$ cat src/rtl/lcd_display_arbiter.sv
// lcd_display_arbiter
//   Shares the 2x16 LCD between three content sources: clock face (src0), settings menu (src1)
//   and alarm banner (src2). Fixed priority 2 > 1 > 0. A granted source is held for at least
//   HOLD_MS before a higher-priority source may preempt it. An alarm banner that is not
//   acknowledged within ALERT_MS is forced off with a one-cycle alert_timeout pulse.
//   LineX[i*8+:8] is character i, with i=0 the leftmost position.
//
//   Optional feature macro: LCD_ARB_BLINK_EN (per-character blinking via blink_a/blink_b).
//
// Ports
//   mclk            main clock
//   rst_n           synchronous reset, active-low
//   req1, req2      menu / alarm display requests (level)
//   ack2            alarm dismiss (1-cycle pulse)
//   a0..b2          line A / line B content of each source
//   blink_a/b       per-char blink masks (LCD_ARB_BLINK_EN only)
//   LineA, LineB    registered lines to lcd_controller
//   grant           one-hot selected source
//   alert_timeout   1-cycle pulse when the alarm banner times out
module lcd_display_arbiter #(
  parameter int unsigned MFREQ_KHZ = 1,
  parameter int unsigned HOLD_MS   = 320,
  parameter int unsigned ALERT_MS  = 5000,
  parameter int unsigned BLINK_MS  = 500
) (
  input  logic         mclk,
  input  logic         rst_n,
  input  logic         req1,
  input  logic         req2,
  input  logic         ack2,
  input  logic [127:0] a0,
  input  logic [127:0] b0,
  input  logic [127:0] a1,
  input  logic [127:0] b1,
  input  logic [127:0] a2,
  input  logic [127:0] b2,
`ifdef LCD_ARB_BLINK_EN
  input  logic [15:0]  blink_a,
  input  logic [15:0]  blink_b,
`endif
  output logic [127:0] LineA,
  output logic [127:0] LineB,
  output logic [2:0]   grant,
  output logic         alert_timeout
);

  localparam logic [127:0] Spaces   = {16{8'h20}};
  localparam logic [15:0]  CycMax   = 16'(MFREQ_KHZ - 1);
  localparam logic [15:0]  HoldMax  = 16'(HOLD_MS);
  localparam logic [15:0]  AlertMax = 16'(ALERT_MS);

  typedef enum logic [1:0] {Show0, Show1, Show2} state_e;

  state_e       state_q, state_d;
  logic [15:0]  cyc_q, cyc_d;
  logic [15:0]  hold_cnt_q, hold_cnt_d;
  logic [15:0]  alert_cnt_q, alert_cnt_d;
  logic         alarm_mask_q, alarm_mask_d;
  logic         tick, eff_req2, hold_done, set_mask, timeout, switching;
  logic [2:0]   grant_d;
  logic [127:0] line_a_d, line_b_d;

`ifdef LCD_ARB_BLINK_EN
  localparam logic [15:0] BlinkMax = 16'(BLINK_MS - 1);
  logic [15:0] blink_cnt_q, blink_cnt_d;
  logic        blink_phase_q, blink_phase_d;
`endif

  assign tick      = (cyc_q == CycMax);
  assign eff_req2  = req2 & ~alarm_mask_q;
  assign hold_done = (hold_cnt_q == HoldMax);

  // Next-state decision: upward moves wait for the hold time, fall-backs are immediate.
  always_comb begin
    state_d  = state_q;
    set_mask = 1'b0;
    timeout  = 1'b0;
    unique case (state_q)
      Show0: begin
        if (hold_done && eff_req2) begin
          state_d = Show2;
        end else if (hold_done && req1) begin
          state_d = Show1;
        end
      end
      Show1: begin
        if (!req1) begin
          state_d = eff_req2 ? Show2 : Show0;
        end else if (eff_req2 && hold_done) begin
          state_d = Show2;
        end
      end
      Show2: begin
        // ack2 (or the alarm going away) beats a coincident timeout: no pulse.
        if (ack2 || !req2) begin
          set_mask = ack2;
          state_d  = req1 ? Show1 : Show0;
        end else if (alert_cnt_q == AlertMax) begin
          set_mask = 1'b1;
          timeout  = 1'b1;
          state_d  = req1 ? Show1 : Show0;
        end
      end
      default: state_d = Show0;
    endcase
  end

  assign switching = (state_d != state_q);

  always_comb begin
    cyc_d        = tick ? 16'd0 : cyc_q + 16'd1;
    hold_cnt_d   = hold_cnt_q;
    alert_cnt_d  = alert_cnt_q;
    if (switching) begin
      hold_cnt_d = 16'd0;
    end else if (tick && !hold_done) begin
      hold_cnt_d = hold_cnt_q + 16'd1;
    end
    if (state_d == Show2 && state_q != Show2) begin
      alert_cnt_d = 16'd0;
    end else if (state_q == Show2 && tick) begin
      alert_cnt_d = alert_cnt_q + 16'd1;
    end
    // The mask lives until the alarm source withdraws its request.
    alarm_mask_d = req2 & (alarm_mask_q | set_mask);
  end

  // Mux on the next grant so the first cycle after a switch already shows the new source.
  always_comb begin
    grant_d  = 3'b001;
    line_a_d = a0;
    line_b_d = b0;
    unique case (state_d)
      Show1: begin
        grant_d  = 3'b010;
        line_a_d = a1;
        line_b_d = b1;
      end
      Show2: begin
        grant_d  = 3'b100;
        line_a_d = a2;
        line_b_d = b2;
      end
      default: begin
        grant_d  = 3'b001;
        line_a_d = a0;
        line_b_d = b0;
      end
    endcase
`ifdef LCD_ARB_BLINK_EN
    blink_cnt_d   = blink_cnt_q;
    blink_phase_d = blink_phase_q;
    if (switching) begin
      blink_cnt_d   = 16'd0;
      blink_phase_d = 1'b0;
    end else if (tick) begin
      if (blink_cnt_q == BlinkMax) begin
        blink_cnt_d   = 16'd0;
        blink_phase_d = ~blink_phase_q;
      end else begin
        blink_cnt_d = blink_cnt_q + 16'd1;
      end
    end
    // Blank using the phase that will be registered alongside the line.
    for (int i = 0; i < 16; i++) begin
      if (blink_phase_d && blink_a[i]) line_a_d[i*8+:8] = 8'h20;
      if (blink_phase_d && blink_b[i]) line_b_d[i*8+:8] = 8'h20;
    end
`endif
  end

  always_ff @(posedge mclk) begin
    if (!rst_n) begin
      state_q       <= Show0;
      cyc_q         <= 16'd0;
      hold_cnt_q    <= 16'd0;
      alert_cnt_q   <= 16'd0;
      alarm_mask_q  <= 1'b0;
      LineA         <= Spaces;
      LineB         <= Spaces;
      grant         <= 3'b001;
      alert_timeout <= 1'b0;
`ifdef LCD_ARB_BLINK_EN
      blink_cnt_q   <= 16'd0;
      blink_phase_q <= 1'b0;
`endif
    end else begin
      state_q       <= state_d;
      cyc_q         <= cyc_d;
      hold_cnt_q    <= hold_cnt_d;
      alert_cnt_q   <= alert_cnt_d;
      alarm_mask_q  <= alarm_mask_d;
      LineA         <= line_a_d;
      LineB         <= line_b_d;
      grant         <= grant_d;
      alert_timeout <= timeout;
`ifdef LCD_ARB_BLINK_EN
      blink_cnt_q   <= blink_cnt_d;
      blink_phase_q <= blink_phase_d;
`endif
    end
  end

endmodule
$ cat config.mk
export PLATFORM = sky130hd
export DESIGN_NAME = lcd_display_arbiter
export DESIGN_NICKNAME = d
export VERILOG_FILES = /design/src/rtl/lcd_display_arbiter.sv
export SDC_FILE = /design/constraint.sdc
export NUM_CORES = 1
export LEC_CHECK = 0
export BUFFER_PORTS_ARGS = -buffer_cell sky130_fd_sc_hd__buf_2
export CAP_MARGIN = 20
export CORE_AREA = 3 3 400 402
export DETAILED_ROUTE_END_ITERATION = 12
export DIE_AREA = 0 0 403 405
export HOLD_SLACK_MARGIN = 0.02
export PLACE_DENSITY = 0.3
export SYNTH_ARGS = -nofsm -noshare
export SYNTH_HDL_FRONTEND = slang
export SYNTH_SLANG_ARGS = --single-unit
$ cat constraint.sdc
create_clock -name mclk -period 3.1 [get_ports mclk]
set_input_delay 0.62 -clock mclk [delete_from_list [all_inputs] [get_ports mclk]]
set_output_delay 0.62 -clock mclk [all_outputs]
set_load 0.02 [all_outputs]
==> metrics.csv <==
stage,metric,value,unit
timing,slew_violations,0,
clocking,cts_tree,yes,
power_and_ir_drop,p_seq_share,38.5,%
floorplan,die_area,163000,sq um
grt,overflow,0,
power_and_ir_drop,ir_worst_vdd,0.407,mV
clocking,clockRootBuffer,clkbuf_16,
timing,post-route-period-util,96.7,%
worst_setup_path,crit_type,flip-flop to flip-flop,
timing,totalNegativeSetupSlack,0,ns
synth,synth.avg_cell_area,8.21,sq um
floorplan,core,156000,sq um
power_and_ir_drop,cellPowerDensity,448,nW/um^2
power_and_ir_drop,power,11.0,mW
worst_setup_path,reg2reg_setup_slack,0.10,ns
hold_path,min_path_type,primary input to flip-flop,
synth,ys_warn_count,0,
timing,tightestPinTransition,0.561,ns
drt,first_iter_violations,910,
timing,hold_slack,0.251,ns
synth,synth_ff_type,dfxtp_1,
floorplan,chipWidth,403,um
worst_setup_path,cp-start-kind,flip-flop,
worst_setup_path,cp.arrival,3.49,ns
synth,netlist_top_cells_count,"311 x dfxtp_1, 280 x nand2_1, 256 x a22oi_1",
timing,rsz0062_at_grt,yes,
placement,io_buffers,1032,
grt,grt_pass1_wl,128000,um
synth,synth_most_common_cell,dfxtp_1,
grt,antenna_found_initial,46,
synth,yosysTopAreaCellShare,44.5,%
clocking,path_clk_slew,0.06,ns
timing,min_period,3.00,ns
synth,synth.lib_cells_used.distinct,40,
power_and_ir_drop,cellLeakagePower,10.9,nW
final_layout,final_area,24500,sq um
synth,ys_seq_area_share,44.5,%
final_layout,drive_gt1_share,46.1,%
placement,dpl.hpwl,79100,um
worst_setup_path,cp_slowest_stage_delay,0.33,ns
synth,synth_edf_count,0,
worst_setup_path,worstPathRequired,3.59,ns
synth,ys_ff_latch,311,
clocking,htreeDepth,2,
placement,dpl.cell_count,4796,
final_layout,nNetsFinal,3576,
power_and_ir_drop,power_frac_comb,12.8,%
synth,ys_top_cells_by_area,"dfxtp_1 45%, a22oi_1 14%, and2_1 10%, o21ai_0 8.4%, nand2_1 7.5%",
drt,avgViaCountPerCell,3.36,
hold_path,holdCritStartpoint,b0[109],
synth,syn_area,14000,sq um
grt,met1_usage,12.1,%
clocking,worst_skew_pair.late_latency,0.60,ns
final_layout,seqCellArea,6230,sq um
grt,gr-usage-met2,20.0,%
grt,grt_pass1_vias,17000,
timing,clock_skew,0.0156,ns
clocking,cts_sinks,311,
hold_path,hold_path_end,LineB[109]$_SDFF_PN1_,
clocking,cts_buffer_depth,3,
run,maxCapViolCount,0,
final_layout,layout.cells.non_filler,4897,
placement,post_dp_cell_area,22600,sq um
grt,use_met3,3.50,%
drt,route.detailed.drc,0,
worst_setup_path,cp_max_fo,32,
timing,finalHoldViolCount,0,
grt,grt_util_all_layers,11.0,%
power_and_ir_drop,p_sw,2.96,mW
synth,syn_nets,2486,
drt,wl_per_cell,19.9,um
worst_setup_path,path_cells,"nor4b_1, buf_4, and4_4, mux2_2, a32o_2, ha_4, buf_12, buf_6, buf_4, a22oi_1, o21ai_0, and2_1",
timing,fmax,333,MHz
placement,place.gp.congestion,0.835,
drt,first_pass_iters,5,
floorplan,rows,145,
synth,synth_top_area_cell,dfxtp_1,
grt,grt_most_used_layer,met2,
synth,syn_inst,1703,
drt,wl,97500,um
worst_setup_path,crit_path_frequent_cell,buf_4,
final_layout,synthToLayoutAreaGrowth,75.5,%
final_layout,multi_input_area,7320,sq um
worst_setup_path,slowest_stage,mux2_2,
floorplan,die_h,405,um
timing,setup_viol,0,
worst_setup_path,worstSetupEndpointType,flip-flop,
timing,setup_slack,0.101,ns
power_and_ir_drop,power_frac_clock,48.6,%
drt,vias,16500,
floorplan,io_pins,1033,
floorplan,start_util,8.94,%
worst_setup_path,reg2reg_depth,12,
worst_setup_path,timing.rr.end,LineB[97]$_SDFF_PN0_,
drt,ant_nets,0,
synth,async_flop_share,0,%
timing,max_slew_margin,62.5,%
worst_setup_path,timing.rr.start,hold_cnt_q[9]$_SDFFE_PP0P_,
power_and_ir_drop,p_sw_share,26.9,%
power_and_ir_drop,p_int,8.05,mW
outcome,status,"finished, final reports clean",
grt,grt_max_degree,52,
clocking,numCtsBuffers,45,
final_layout,utilization,15.7,%
final_layout,final.fill_count,18100,
hold_path,holdPathStages,3,
placement,dp_slack,-0.417,ns
cells by family (layout without fill, tap and decap cells):
kind of cell	count (synthesis)	count (layout)	share of synthesized area [%]
buf+inv	164	1286	4.44
other cells	0	14	0
fa+ha+maj	10	10	0.895
flops	311	311	44.5
mux	1	1	0.0805
compound gates	541	541	24.6
simple gates	641	641	23.2
xor+xnor	35	35	2.19
flip-flops by register name, indices dropped and copies added (netlist names):
signal	count
LineA	128
alert_timeout	1
grant	3
hold_cnt_q	16
cyc_q	16
LineB	128
alarm_mask_q	1
state_q	2
alert_cnt_q	16
routing by layer:
| layer | vias to the layer above | routed length [um] |
|---|---|---|
| met1 | 7559 | 37000 |
| met2 | 560 | 50400 |
| li1 | 8175 | - |
| met4 | 22 | 2960 |
| met3 | 153 | 7010 |
| met5 | - | 153 |
power by group through the flow:
stage | Sequential, mW | Combinational (mW) | Clock (mW)
3_3_place_gp | 4.33 | 1.43 | 0
2_1_floorplan | 4.55 | 0.269 | 0
4_1_cts | 4.24 | 1.44 | 5.67
6_report | 4.24 | 1.41 | 5.35
5_1_grt | 4.26 | 1.54 | 5.76
3_5_place_dp | 4.33 | 1.43 | 0
worst max-delay path: cells and delay by family (launching register included):
| kind | cells | cell delay [ns] |
|---|---|---|
| buffers and inverters | 4 | 0.72 |
| AOI/OAI and AO/OA | 3 | 0.57 |
| muxes | 1 | 0.33 |
| DFF | 1 | 0.32 |
| and+or+nand+nor | 3 | 0.66 |
| adders and majority gates | 1 | 0.20 |
placed cells by master, fill, tap and decap left out, types with 5 or more instances in the layout:
master,n
inv_1,12
nand3_1,22
and4_1,5
clkbuf_8,10
buf_12,20
ha_1,8
xnor2_1,18
diode_2,14
o21ai_0,223
nand4_1,11
clkbuf_1,13
nand2_1,278
buf_6,9
a22oi_1,234
buf_4,124
or3_1,10
nor2_1,41
buf_2,1031
a21oi_1,14
o211ai_1,32
xor2_1,17
and2_1,229
nor3_1,13
a22oi_2,22
o21ai_1,12
dfxtp_1,311
and3_1,7
clkbuf_16,50
final cells by class:
type / count / share of cell area [%]
diodes: 14 / 0.143
clock buffers: 69 / 5.50
clock inverters: 10 / 0.561
inverters: 13 / 0.199
multi-input cells: 1228 / 29.9
flip-flops and latches: 311 / 25.4
well taps: 2058 / 10.5
repair buffers: 1194 / 27.9
repair_timing:
| action | in CTS | in global routing |
|---|---|---|
| buffers inserted | 0 | 4 |
| gates resized for setup | 39 | 29 |
| setup endpoints to repair | 261 | 127 |
| pin swaps | 6 | 1 |
| cloned | 1 | 3 |
| hold endpoints to repair | 0 | 0 |
| hold buffers | 0 | 0 |
worst max-delay path by stage:
stage                                 end  depth (start not counted)  slack, ns                    startpoint
floorplan           LineA[127]$_SDFF_PN0_                         15       0.02   alert_cnt_q[0]$_SDFFE_PP0P_
global placement     LineB[72]$_SDFF_PN0_                         13      -0.40   alert_cnt_q[1]$_SDFFE_PP0P_
detailed placement   LineB[72]$_SDFF_PN0_                         13      -0.42   alert_cnt_q[1]$_SDFFE_PP0P_
CTS                   LineA[1]$_SDFF_PN0_                         11   -0.00003  alert_cnt_q[10]$_SDFFE_PP0P_
global route         LineA[60]$_SDFF_PN0_                         11      -0.03  alert_cnt_q[10]$_SDFFE_PP0P_
finish               LineB[97]$_SDFF_PN0_                         12       0.10    hold_cnt_q[9]$_SDFFE_PP0P_
(Power assumes the default switching activity.)
